### src/rtl/serial_deserializer_pkg.sv
// Shared constants and output-buffer state encoding for the serial deserializer.
package serial_deserializer_pkg;

   localparam int unsigned DEFAULT_WIDTH = 8;

   typedef enum logic {
      StEmpty = 1'b0,
      StFull  = 1'b1
   } state_t;

endpackage

### src/rtl/serial_deserializer_if.sv
// Serial input, consumer handshake and status signals of the serial deserializer.
interface serial_deserializer_if
   import serial_deserializer_pkg::*;
#(
   parameter int unsigned WIDTH = DEFAULT_WIDTH
);
   localparam int unsigned CW = $clog2(WIDTH);

   logic             d;
   logic             sen;
   logic             ready;
   logic [WIDTH-1:0] data;
   logic             valid;
   logic             overrun;
   logic [CW-1:0]    count;

   modport master (
      output d, sen, ready,
      input  data, valid, overrun, count
   );

   modport slave (
      input  d, sen, ready,
      output data, valid, overrun, count
   );

endinterface

### src/rtl/dff_r.sv
// Single-bit D flip-flop with asynchronous active-high reset.
module dff_r (
   input  logic d,
   input  logic c,
   input  logic rst,
   output logic Q
);

   always_ff @(posedge c or posedge rst) begin
      if (rst) begin
         Q <= 1'b0;
      end else begin
         Q <= d;
      end
   end

endmodule

### src/rtl/serial_deserializer.sv
// Collects WIDTH serial bits (MSB first) into a word and offers it through a
// one-deep valid/ready buffer; words completing while the buffer is blocked are dropped.
module serial_deserializer
   import serial_deserializer_pkg::*;
#(
   parameter int unsigned WIDTH = DEFAULT_WIDTH
) (
   input logic                  c,
   input logic                  rst,
   serial_deserializer_if.slave bus
);

   localparam int unsigned   CW   = $clog2(WIDTH);
   localparam logic [CW-1:0] LAST = CW'(WIDTH - 1);

   // The oldest bit leaves the shift register on the completing edge, so only
   // WIDTH-1 bits ever need to be stored.
   logic [WIDTH-2:0] sreg_q;
   logic [WIDTH-1:0] word;
   logic [WIDTH-1:0] data_q;
   logic [CW-1:0]    count_q;
   logic             complete;
   logic             load;
   logic             valid_q;
   logic             valid_d;
   logic             overrun_q;
   logic             overrun_d;
   state_t           state_q;
   state_t           state_d;

   assign word     = {sreg_q, bus.d};
   assign complete = bus.sen && (count_q == LAST);

   always_ff @(posedge c or posedge rst) begin
      if (rst) begin
         sreg_q  <= '0;
         count_q <= '0;
         data_q  <= '0;
      end else begin
         if (bus.sen) begin
            sreg_q  <= word[WIDTH-2:0];
            count_q <= complete ? '0 : count_q + CW'(1);
         end
         if (load) begin
            data_q <= word;
         end
      end
   end

   // The valid flop doubles as the buffer state register.
   assign state_q = state_t'(valid_q);

   always_comb begin
      state_d   = state_q;
      load      = 1'b0;
      overrun_d = overrun_q;
      unique case (state_q)
         StEmpty: begin
            if (complete) begin
               state_d = StFull;
               load    = 1'b1;
            end
         end
         StFull: begin
            if (complete) begin
               if (bus.ready) begin
                  load = 1'b1;
               end else begin
                  overrun_d = 1'b1;
               end
            end else if (bus.ready) begin
               state_d = StEmpty;
            end
         end
         default: state_d = StEmpty;
      endcase
   end

   assign valid_d = (state_d == StFull);

   dff_r u_valid (
      .d   (valid_d),
      .c   (c),
      .rst (rst),
      .Q   (valid_q)
   );

   dff_r u_overrun (
      .d   (overrun_d),
      .c   (c),
      .rst (rst),
      .Q   (overrun_q)
   );

   assign bus.data    = data_q;
   assign bus.valid   = valid_q;
   assign bus.overrun = overrun_q;
   assign bus.count   = count_q;

endmodule
### src/flat_wrapper.sv
// flat-port wrapper written by rule: the top's interface ports become plain ports
module serial_deserializer_flat import serial_deserializer_pkg::*;
#(
   parameter int unsigned WIDTH = DEFAULT_WIDTH
)
  (c, rst, bus_d, bus_sen, bus_ready, bus_data, bus_valid, bus_overrun, bus_count);
  serial_deserializer_if #(.WIDTH(WIDTH)) bus_i ();
  input logic c;
  input logic rst;
  input wire logic [$bits(bus_i.d)-1:0] bus_d;
  input wire logic [$bits(bus_i.sen)-1:0] bus_sen;
  input wire logic [$bits(bus_i.ready)-1:0] bus_ready;
  output wire logic [$bits(bus_i.data)-1:0] bus_data;
  output wire logic [$bits(bus_i.valid)-1:0] bus_valid;
  output wire logic [$bits(bus_i.overrun)-1:0] bus_overrun;
  output wire logic [$bits(bus_i.count)-1:0] bus_count;
  assign bus_i.d = bus_d;
  assign bus_i.sen = bus_sen;
  assign bus_i.ready = bus_ready;
  assign bus_data = bus_i.data;
  assign bus_valid = bus_i.valid;
  assign bus_overrun = bus_i.overrun;
  assign bus_count = bus_i.count;
  serial_deserializer #(.WIDTH(WIDTH)) u_core (.c(c), .rst(rst), .bus(bus_i));
endmodule
### config.mk
export PLATFORM = sky130hd
export DESIGN_NAME = serial_deserializer_flat
export DESIGN_NICKNAME = d
export VERILOG_FILES = /design/src/rtl/serial_deserializer_pkg.sv /design/src/rtl/serial_deserializer_if.sv /design/src/rtl/dff_r.sv /design/src/rtl/serial_deserializer.sv /design/src/flat_wrapper.sv
export SDC_FILE = /design/constraint.sdc
export NUM_CORES = 1
export LEC_CHECK = 0
export ABC_CLOCK_PERIOD_IN_PS = 2800
export CORE_UTILIZATION = 41
export DETAILED_ROUTE_END_ITERATION = 8
export PLACE_DENSITY = 0.77
export REMOVE_ABC_BUFFERS = 1
export SYNTH_ARGS = -nofsm -noshare
export SYNTH_HDL_FRONTEND = slang
export SYNTH_HIERARCHICAL = 1
export SYNTH_SLANG_ARGS = --single-unit
### constraint.sdc
create_clock -name c -period 2.8 [get_ports c]
set_clock_uncertainty 0.2 [all_clocks]
set_input_delay 0.56 -clock c [delete_from_list [all_inputs] [get_ports c]]
set_output_delay 0.56 -clock c [all_outputs]
set_load 0.1 [all_outputs]
==> impl_metrics.csv <==
group,metric,value,unit
placed_design,io_buffer_count,17,
drt,drc,0,
timing,setup-tns-final,0,ns
drt,drtIter0Drc,2,
grt,grt_max_degree,19,
floorplan,start_util,45.98,%
cells_and_area,drive_above_1_share,52.05,%
cells_and_area,fin_cells,98,
grt,grt_pass1_vias,478,
timing,period_needed,1.860,ns
logic_synthesis,yosysSeqAreaShare,59.79,%
drt,num_vias,457,
critical_path,path_max_fanout,8,
clocking,cts_tree,"done",
clocking,clock_sinks,20,
critical_path,required,2.80,ns
floorplan,core_area,0.001821,mm^2
placed_design,dp_slack,0.6262,ns
cells_and_area,fill_cells,159,
drt,drt.antenna.violating_nets,0,
floorplan,die_y,47.19,um
logic_synthesis,netlist_instances,53,
placed_design,routabilityCongestion,0.6200,
clocking,cts_buffer_depth,2,
run,max_cap_viol_count,0,
cells_and_area,diodes,0,
placed_design,hpwlAfterDp,922,um
cells_and_area,syn_to_final_growth,25.41,%
status,outcome,"complete, no violations",
drt,wl,1290,um
cells_and_area,nets,81,
clocking,path_clk_slew,0.11,ns
cells_and_area,regArea,500.5,um^2
placed_design,placed_area,997.2,um^2
floorplan,die_x,47.19,um
drt,drtPass1Iterations,2,
critical_path,path_class,"reg2reg",
floorplan,ios,18,
floorplan,die_area,0.002226,mm^2
placed_design,place_inst,94,
clocking,htree_levels,1,
critical_path,reg2reg_to,"u_core/bus.data[2]",
grt,overflow,0,
clocking,clockRootBuffer,"clkbuf_4",
timing,setup_ws,0.9399,ns
logic_synthesis,synthDistinctLibCells,14,
cells_and_area,fin_area,0.001050,mm^2
logic_synthesis,synth_warnings,6,
timing,grt_setup_unrepaired,"no",
critical_path,worstReg2RegStart,"u_core/bus.count[0]",
logic_synthesis,avgSynthCellArea,15.79,um^2
clocking,clock_latency,0.30,ns
timing,period_share,66.43,%
logic_synthesis,netlist_area,837.1,um^2
critical_path,reg2reg_depth,5,
cells_and_area,multiInputGateArea,305.3,um^2
floorplan,core.rowCount,15,
critical_path,regToRegSetupSlack,0.94,ns
grt,grt_pass1_wl,2145,um
critical_path,critPathLaunchType,"flop",
critical_path,endpoint_kind,"flop",
timing,maxSlewViolCount,0,
timing,tightest_slew,0.6699,ns
clocking,hold_buffers,0,
timing,relSlewSlack,55.29,%
logic_synthesis,synth_seq_cells,20,
timing,setup_viol,0,
clocking,post-cts-setup-buffers,0,
grt,track_usage,14.90,%
clocking,cts_buffers,3,
min_path,min_path_type,"in2async",
timing,hold_violations,0,
critical_path,arrival,1.86,ns
drt,wl_per_cell,13.16,um
timing,fmax,537.6,MHz
clocking,cts_resized,0,
grt,antenna_found_initial,0,
drt,viasPerCell,4.663,
[cells by family (layout without fill, tap and decap cells)]
kind of cell,after synthesis,after routing,share of synthesized area (%)
AO/OA/AOI/OAI,2,2,1.645
adder cells (fa/ha/maj),2,2,2.989
buffers and inverters,6,26,3.736
flip-flops,20,20,59.79
multiplexers,17,17,26.46
AND/OR/NAND/NOR,6,6,5.381
[state kept, by name, summed over array words and instances (netlist names)]
signal / count
u_core/bus.data: 8
u_core/sreg_q: 7
u_core/bus.count: 3
u_core/u_overrun/Q: 1
u_core/u_valid/Q: 1
[worst max-delay path, cell delays in order (launching register included)]
cell and delay, ns:
dfrtp_1 0.41, ha_1 0.18, ha_1 0.21, nand2_2 0.11, nor2b_4 0.32, mux2_4 0.33
[cell usage in the layout (no fill, tap or decap)]
| cell type | instances |
|---|---|
| bufinv_16 | 1 |
| inv_1 | 4 |
| mux2_4 | 8 |
| ha_1 | 2 |
| nand2_2 | 1 |
| mux2_2 | 9 |
| nor2b_4 | 1 |
| o21bai_1 | 1 |
| o22ai_1 | 1 |
| buf_4 | 14 |
| nand2_1 | 2 |
| nor2_1 | 1 |
| clkdlybuf4s50_1 | 4 |
| nand2b_4 | 1 |
| clkbuf_4 | 3 |
| dfrtp_1 | 20 |
[per-stage QoR]
step	utilization, %	hold WS, ns
floorplan	-	0.08871
global placement	54.78	0.2667
detailed placement	54.78	0.2926
CTS	57.66	0.2316
global route	57.66	0.2524
finish	57.66	0.2402
[final cells by class]
| cell class | count | area share [%] |
|---|---|---|
| Clock inverter | 1 | 2.861 |
| Multi-Input combinational cell | 27 | 29.08 |
| Inverter | 4 | 1.430 |
| Sequential cell | 20 | 47.68 |
| Clock buffer | 3 | 2.145 |
| Tap cell | 25 | 2.980 |
| Timing Repair Buffer | 18 | 13.83 |
[Yosys cell counts, drive strengths merged]
cell	number	area [um^2]
nand2b	1	13.76
buf	2	16.26
mux2	17	221.5
o21bai	1	7.510
nand2	3	13.77
nor2	1	3.750
inv	4	15.01
ha	2	25.02
o22ai	1	6.260
dfrtp	20	500.5
nor2b	1	13.76
[per-layer routing]
layer  vias to the layer above  share of wire, %  GRT usage (%)
li1                        218                 -              -
met1                       222                47          18.89
met2                        15                47          22.50
met3                         2               5.2          3.462
met4                         0              0.85          10.29
met5                         -                 0              0
[how the worst max path moves through the flow]
stage | slack [ns] | endpoint | startpoint | cells after the start
3_3_place_gp | 0.64 | u_core/bus.data[2] | bus_sen | 4
3_5_place_dp | 0.63 | u_core/bus.data[0] | bus_sen | 4
2_1_floorplan | 0.40 | u_core/bus.data[0] | u_core/bus.count[0] | 5
4_1_cts | 0.94 | u_core/bus.data[2] | u_core/bus.count[0] | 5
6_report | 0.94 | u_core/bus.data[2] | u_core/bus.count[0] | 5
5_1_grt | 0.85 | u_core/bus.data[2] | u_core/bus.count[0] | 5
Power is left out: the tool's default activity adds up to more than one toggle a clock period on the data nets, which glitch-free logic cannot reach.
